===== src/rtl/mc_rd_pack_ctrl.sv =====
// Read-packing sequencer: counts memory beats per bus width, issues pack latch
// enables and the word-valid strobe, and tracks words remaining in a read burst.
module mc_rd_pack_ctrl #(
   parameter int CNT_W = 8
) (
   input  logic             clk,
   input  logic             rst,
   input  logic [31:0]      csc,
   input  logic             start,
   input  logic [CNT_W-1:0] burst_len,
   input  logic             clr,
   input  logic             mem_ack,
   output logic             pack_le0,
   output logic             pack_le1,
   output logic             pack_le2,
   output logic             dv,
   output logic             busy,
   output logic             done,
   output logic [CNT_W-1:0] words_left,
   output logic             ack_err
);

   // state | meaning
   // IDLE  | no burst; start loads bus width and word count
   // PACK  | burst in progress; accepted acks advance the beat counter

   typedef enum logic {IDLE = 1'b0, PACK = 1'b1} state_t;

   state_t           state_q, state_d;
   logic [1:0]       bw_q, bw_d;
   logic [1:0]       bcnt_q, bcnt_d;
   logic [CNT_W-1:0] words_q, words_d;
   logic             err_q, err_d;
   logic             le0_q, le1_q, le2_q, dv_q, done_q;
   logic             le0_d, le1_d, le2_d, dv_d, done_d;

   logic             idle_like, take_start, acc, last_beat;
   logic [1:0]       cur_bw, cur_bcnt;
   logic [CNT_W-1:0] cur_words;

   logic unused_csc;
   assign unused_csc = ^{csc[31:6], csc[3:0]};

   always_ff @(posedge clk or negedge rst) begin
      if (!rst) begin
         state_q <= IDLE;
         bw_q    <= 2'd0;
         bcnt_q  <= 2'd0;
         words_q <= '0;
         err_q   <= 1'b0;
         le0_q   <= 1'b0;
         le1_q   <= 1'b0;
         le2_q   <= 1'b0;
         dv_q    <= 1'b0;
         done_q  <= 1'b0;
      end else begin
         state_q <= state_d;
         bw_q    <= bw_d;
         bcnt_q  <= bcnt_d;
         words_q <= words_d;
         err_q   <= err_d;
         le0_q   <= le0_d;
         le1_q   <= le1_d;
         le2_q   <= le2_d;
         dv_q    <= dv_d;
         done_q  <= done_d;
      end
   end

   always_comb begin
      state_d    = state_q;
      bw_d       = bw_q;
      bcnt_d     = bcnt_q;
      words_d    = words_q;
      err_d      = err_q;
      le0_d      = 1'b0;
      le1_d      = 1'b0;
      le2_d      = 1'b0;
      dv_d       = 1'b0;
      done_d     = 1'b0;
      last_beat  = 1'b0;

      // A burst whose only word was finished by an ack in the start cycle
      // spends one cycle in PACK with no words left; treat that as idle.
      idle_like  = (state_q == IDLE) || (words_q == '0);
      take_start = start && idle_like && !clr;
      acc        = mem_ack && !clr && (take_start || !idle_like);

      cur_bw     = take_start ? csc[5:4] : bw_q;
      cur_bcnt   = take_start ? 2'd0 : bcnt_q;
      if (take_start)
         cur_words = (burst_len == '0) ? CNT_W'(1) : burst_len;
      else
         cur_words = words_q;

      case (cur_bw)
         2'd0:    last_beat = (cur_bcnt == 2'd3);
         2'd1:    last_beat = (cur_bcnt == 2'd1);
         default: last_beat = 1'b1;
      endcase

      if (acc) begin
         le0_d  = !last_beat && (cur_bcnt == 2'd0);
         le1_d  = (cur_bw == 2'd0) && (cur_bcnt == 2'd1);
         le2_d  = (cur_bw == 2'd0) && (cur_bcnt == 2'd2);
         dv_d   = last_beat;
         done_d = last_beat && (cur_words == CNT_W'(1));
      end

      if (clr) begin
         state_d = IDLE;
         bcnt_d  = 2'd0;
         words_d = '0;
      end else begin
         if (take_start) begin
            bw_d    = csc[5:4];
            bcnt_d  = 2'd0;
            words_d = cur_words;
            err_d   = 1'b0;
            state_d = PACK;
         end else if (mem_ack && idle_like) begin
            err_d = 1'b1;
         end

         if (acc) begin
            bcnt_d = last_beat ? 2'd0 : 2'(cur_bcnt + 2'd1);
            if (last_beat)
               words_d = cur_words - CNT_W'(1);
         end

         if (!take_start && state_q == PACK) begin
            if (idle_like || done_d)
               state_d = IDLE;
         end
      end
   end

   assign pack_le0   = le0_q;
   assign pack_le1   = le1_q;
   assign pack_le2   = le2_q;
   assign dv         = dv_q;
   assign done       = done_q;
   assign busy       = (state_q == PACK);
   assign words_left = words_q;
   assign ack_err    = err_q;

endmodule


===== config.mk =====
export PLATFORM = sky130hd
export DESIGN_NAME = mc_rd_pack_ctrl
export DESIGN_NICKNAME = d
export VERILOG_FILES = /design/src/rtl/mc_rd_pack_ctrl.sv
export SDC_FILE = /design/constraint.sdc
export NUM_CORES = 1
export LEC_CHECK = 0
export BUFFER_PORTS_ARGS = -buffer_cell sky130_fd_sc_hd__buf_4
export CAP_MARGIN = 20
export CORE_MARGIN = 5
export CORE_UTILIZATION = 45
export CTS_CLUSTER_DIAMETER = 200
export DETAILED_ROUTE_END_ITERATION = 12
export MAX_ROUTING_LAYER = met4
export PLACE_DENSITY = 0.79
export SYNTH_ARGS = -nofsm -noshare
export SYNTH_HDL_FRONTEND = slang
export SYNTH_SLANG_ARGS = --single-unit

===== constraint.sdc =====
create_clock -name clk -period 4 [get_ports clk]
set_input_delay 0.6 -clock clk [delete_from_list [all_inputs] [get_ports clk]]
set_output_delay 0.6 -clock clk [all_outputs]
set_load 0.05 [all_outputs]

==> impl_metrics.csv <==
group,metric,value,unit
setup_path,cpMaxStageDelayCell,"sky130_fd_sc_hd__dfrtp_1",
synth,netlist_area,0.001220,mm2
detailed_routing,totalWireLength,2943,um
global_route,first_global_vias,1084,
setup_path,worstSetupStartpoint,"words_left[6]",
clock_network,clock_sinks,19,
setup_path,critical_path.top_delay_family,"simple AND/OR/NAND/NOR gates",
setup_path,depth_of_the_critical_timing_path_with_buffers_and_inverters_included,12,
detailed_routing,routedWlPerCell,15.57,um
clock_network,worst_setup_hold_path_clk_slew,120,ps
global_route,pin_count_of_the_biggest_net_entering_global_routing,20,
setup_path,cp.arrival,3390,ps
pwr,cellLeakagePower,0.0007391,uW
floorplanning,design.die.area,0.003852,mm2
setup_path,startpoint_type,"register",
detailed_routing,drc_errors,0,
synth,asyncSetResetFlopFracSynth,100.0,%
clock_network,cts_tree,"yes",
timing,timing.final.hold_violations,0,
clock_network,postCtsHoldBufs,0,
setup_path,worst_ep_required_time,4250,ps
final_layout,layout-drive-gt1-share,29.56,%
synth,seq_area_frac_synth,38.97,%
setup_path,r2r_cells,12,
floorplanning,io_pins,60,
setup_path,worstSetupEndpointType,"register",
setup_path,crit_path_cell_trace,"nor4_4, a21boi_4, nand2b_4, nand2_1, inv_2, ha_1, a21oi_1, nor3b_1, mux2i_2, nor2_2, a311oi_1, a41o_1",
detailed_routing,post_drt_antenna_nets,0,
pwr,vdd_ir_drop_max,0.1873,mV
final_layout,insertedDiodeCount,0,
timing,final-setup-viol-count,0,
synth,synth.net_count,178,
timing,min_period,3136,ps
floorplanning,fp.dieH,62.07,um
clock_network,post_cts_buffers,0,
global_route,grt.overflow.total,0,
synth,yosys.area_share.adder,4.103,%
setup_path,critical_path_buf_inv_count,1,
timing,timing_worst_slew_pin_value,604.7,ps
timing,finClkSkew,1.413,ps
job,cap_viol_max_count,0,
final_layout,synthToLayoutAreaGrowth,21.54,%
floorplanning,std_cell_rows,18,
synth,largest_family_of_logic_cells_by_synthesized_area,"simple AND/OR/NAND/NOR gates",
global_route,grt_antenna_before_repair,0,
clock_network,clk_tree_root_cell,"sky130_fd_sc_hd__clkbuf_4",
detailed_routing,drt-vias-per-instance,5.693,
synth,ys_warn_count,0,
timing,fraction_of_the_cycle_the_final_worst_path_needs,78.40,%
clock_network,cts_inserted_buffers,3,
detailed_routing,drtPass1Iterations,4,
setup_path,worstPathMaxFanout,16,
clock_network,cts_resized,0,
timing,max_freq,318.9,MHz
setup_path,reg2reg_to,"words_left[4]",
setup_path,type_of_the_setup_path_with_the_least_slack,"reg2reg",
timing,rsz0062_at_grt,"no",
floorplanning,die_width,62.07,um
synth,compound_gate_fraction_of_synth_area,18.26,%
synth,yosys.area_share.xor_xnor,0.7179,%
clock_network,deepest_clock_path_buffer_count,2,
detailed_routing,num_vias,1076,
detailed_routing,drt_first_iter_violations,40,
synth,synth-simple-area-share,28.00,%
setup_path,r2r_start,"words_left[6]",
timing,slew_violations,0,
final_layout,fin_nets,209,
synth,syn-instance-count,129,
clock_network,clock_insertion_delay_worst_skew,300,ps
synth,ys_types,47,
placed_design,dp_cells,185,
final_layout,finalNonFillerCells,189,
synth,synth-edff-count,0,
pwr,power_density,365.7,mW/mm2
placed_design,gp_routability_congestion,0.8885,
placed_design,buffer_ports.inserted,29,
timing,slew_headroom,59.05,%
synth,mean_instance_size_in_the_synthesized_netlist,9.457,um2
floorplanning,initial_utilization,47.94,%
global_route,first_pass_grt_wire_length,5037,um
status,status,"finished, final reports clean",
timing,setup_total_negative_slack,0,ps
synth,postSynth.topFlopCell,"sky130_fd_sc_hd__dfrtp_1",
setup_path,critical_path.max_stage_delay,470,ps
synth,muxShareOfSynthArea,5.538,%
hold_path,hp-class,"in2async",
setup_path,worst-r2r-setup-slack,860,ps
clock_network,htree_levels,1,
floorplanning,design.core.area,0.002545,mm2
placed_design,dp_hpwl,2199,um
global_route,groute.usage.overall,18.36,%
synth,yosys_register_bits,19,
## where the power goes
part | switching (uW) | total (uW) | internal (uW)
combinational | 131 | 209 | 78.2
clock | 65.2 | 103 | 37.3
sequential | 21.2 | 231 | 210
## layout by cell type, fill, tap and decap left out, types with 2 or more instances in the layout
cell type / n
sky130_fd_sc_hd__mux2_1: 3
sky130_fd_sc_hd__and3_1: 2
sky130_fd_sc_hd__o21ai_0: 2
sky130_fd_sc_hd__o311ai_1: 2
sky130_fd_sc_hd__nand4_1: 2
sky130_fd_sc_hd__clkbuf_4: 3
sky130_fd_sc_hd__ha_1: 4
sky130_fd_sc_hd__nor4_4: 2
sky130_fd_sc_hd__a21oi_1: 10
sky130_fd_sc_hd__inv_1: 5
sky130_fd_sc_hd__nand2b_1: 3
sky130_fd_sc_hd__o21bai_1: 2
sky130_fd_sc_hd__nand3_1: 2
sky130_fd_sc_hd__buf_4: 29
sky130_fd_sc_hd__nor3_1: 2
sky130_fd_sc_hd__nand2_1: 21
sky130_fd_sc_hd__and2_1: 3
sky130_fd_sc_hd__mux2i_1: 2
sky130_fd_sc_hd__o31ai_1: 3
sky130_fd_sc_hd__nor2_1: 4
sky130_fd_sc_hd__dfrtp_1: 19
sky130_fd_sc_hd__nor2_2: 2
sky130_fd_sc_hd__or3_1: 3
sky130_fd_sc_hd__a31oi_1: 3
sky130_fd_sc_hd__inv_2: 4
## Yosys cell counts (all sizes together), types with 3 or more instances
| library cell | number | share of area (%) |
|---|---|---|
| nand2 | 21 | 6.5 |
| dfrtp | 19 | 39 |
| a21oi | 10 | 4.1 |
| inv | 9 | 2.8 |
| nor2 | 6 | 2.3 |
| ha | 4 | 4.1 |
| nand2b | 4 | 2.7 |
| nor4 | 4 | 5.0 |
| o31ai | 4 | 2.9 |
| a31oi | 3 | 1.5 |
| and2 | 3 | 1.5 |
| mux2 | 3 | 2.8 |
| mux2i | 3 | 2.8 |
| o21ai | 3 | 1.2 |
| or3 | 3 | 1.5 |
## worst max-delay path by stage
stage | to | slack, ps
after floorplan | words_left[5] | 870
after global placement | words_left[5] | 970
after detailed placement | words_left[5] | 930
after CTS | words_left[5] | 880
after global routing | words_left[5] | 600
final | words_left[4] | 860
## layout make-up
cell class	count	area, um2
tap	30	37.54
fill	232	1062
sequential	19	475.5
clock buffer	3	22.52
inverter	9	33.78
timing repair buffer	29	217.7
clock inverter	1	5.005
multi-input combinational	98	690.7
## per-layer routing
layer,global-route usage [%],vias up,share of wire (%)
li1,-,526,-
met1,24.36,505,45
met2,28.55,38,49
met3,2.686,7,5.3
met4,6.364,0,1.3
met5,-,-,0
## state kept, by name, indices dropped and copies added (netlist names)
signal and count:
pack_le1 1, done 1, ack_err 1, words_left 8, busy 1, pack_le0 1
bcnt_q 2, pack_le2 1, bw_q 2, dv 1
## kinds of logic after synthesis
kind of cell             after synthesis
flip-flops                            19
multiplexers                           6
AO/OA/AOI/OAI                         31
XOR/XNOR                               1
AND/OR/NAND/NOR                       56
adder cells (fa/ha/maj)                4
buffers and inverters                 12
## worst register-to-register path, stage by stage (launching register included)
cell	delay (ps)
sky130_fd_sc_hd__dfrtp_1	470
sky130_fd_sc_hd__nor4_4	450
sky130_fd_sc_hd__a21boi_4	170
sky130_fd_sc_hd__nand2b_4	270
sky130_fd_sc_hd__nand2_1	190
sky130_fd_sc_hd__inv_2	40
sky130_fd_sc_hd__ha_1	210
sky130_fd_sc_hd__a21oi_1	210
sky130_fd_sc_hd__nor3b_1	90
sky130_fd_sc_hd__mux2i_2	400
sky130_fd_sc_hd__nor2_2	140
sky130_fd_sc_hd__a311oi_1	310
sky130_fd_sc_hd__a41o_1	130
## through the flow
stage / cell area, um2 / utilization, % / hold WS, ps / power (uW) / worst slack, ps
3_5_place_dp: 1455 / 57.18 / 489.6 / 441.9 / 931.3
2_1_floorplan: 1220 / - / 304.4 / 381.0 / 874.5
6_report: 1483 / 58.26 / 141.6 / 542.2 / 864.1
3_3_place_gp: 1455 / 57.18 / 482.4 / 436.0 / 973.3
5_1_grt: 1483 / 58.26 / 144.0 / 576.6 / 599.2
4_1_cts: 1483 / 58.26 / 151.7 / 547.1 / 875.8
Power figures use the tool's default switching activity.
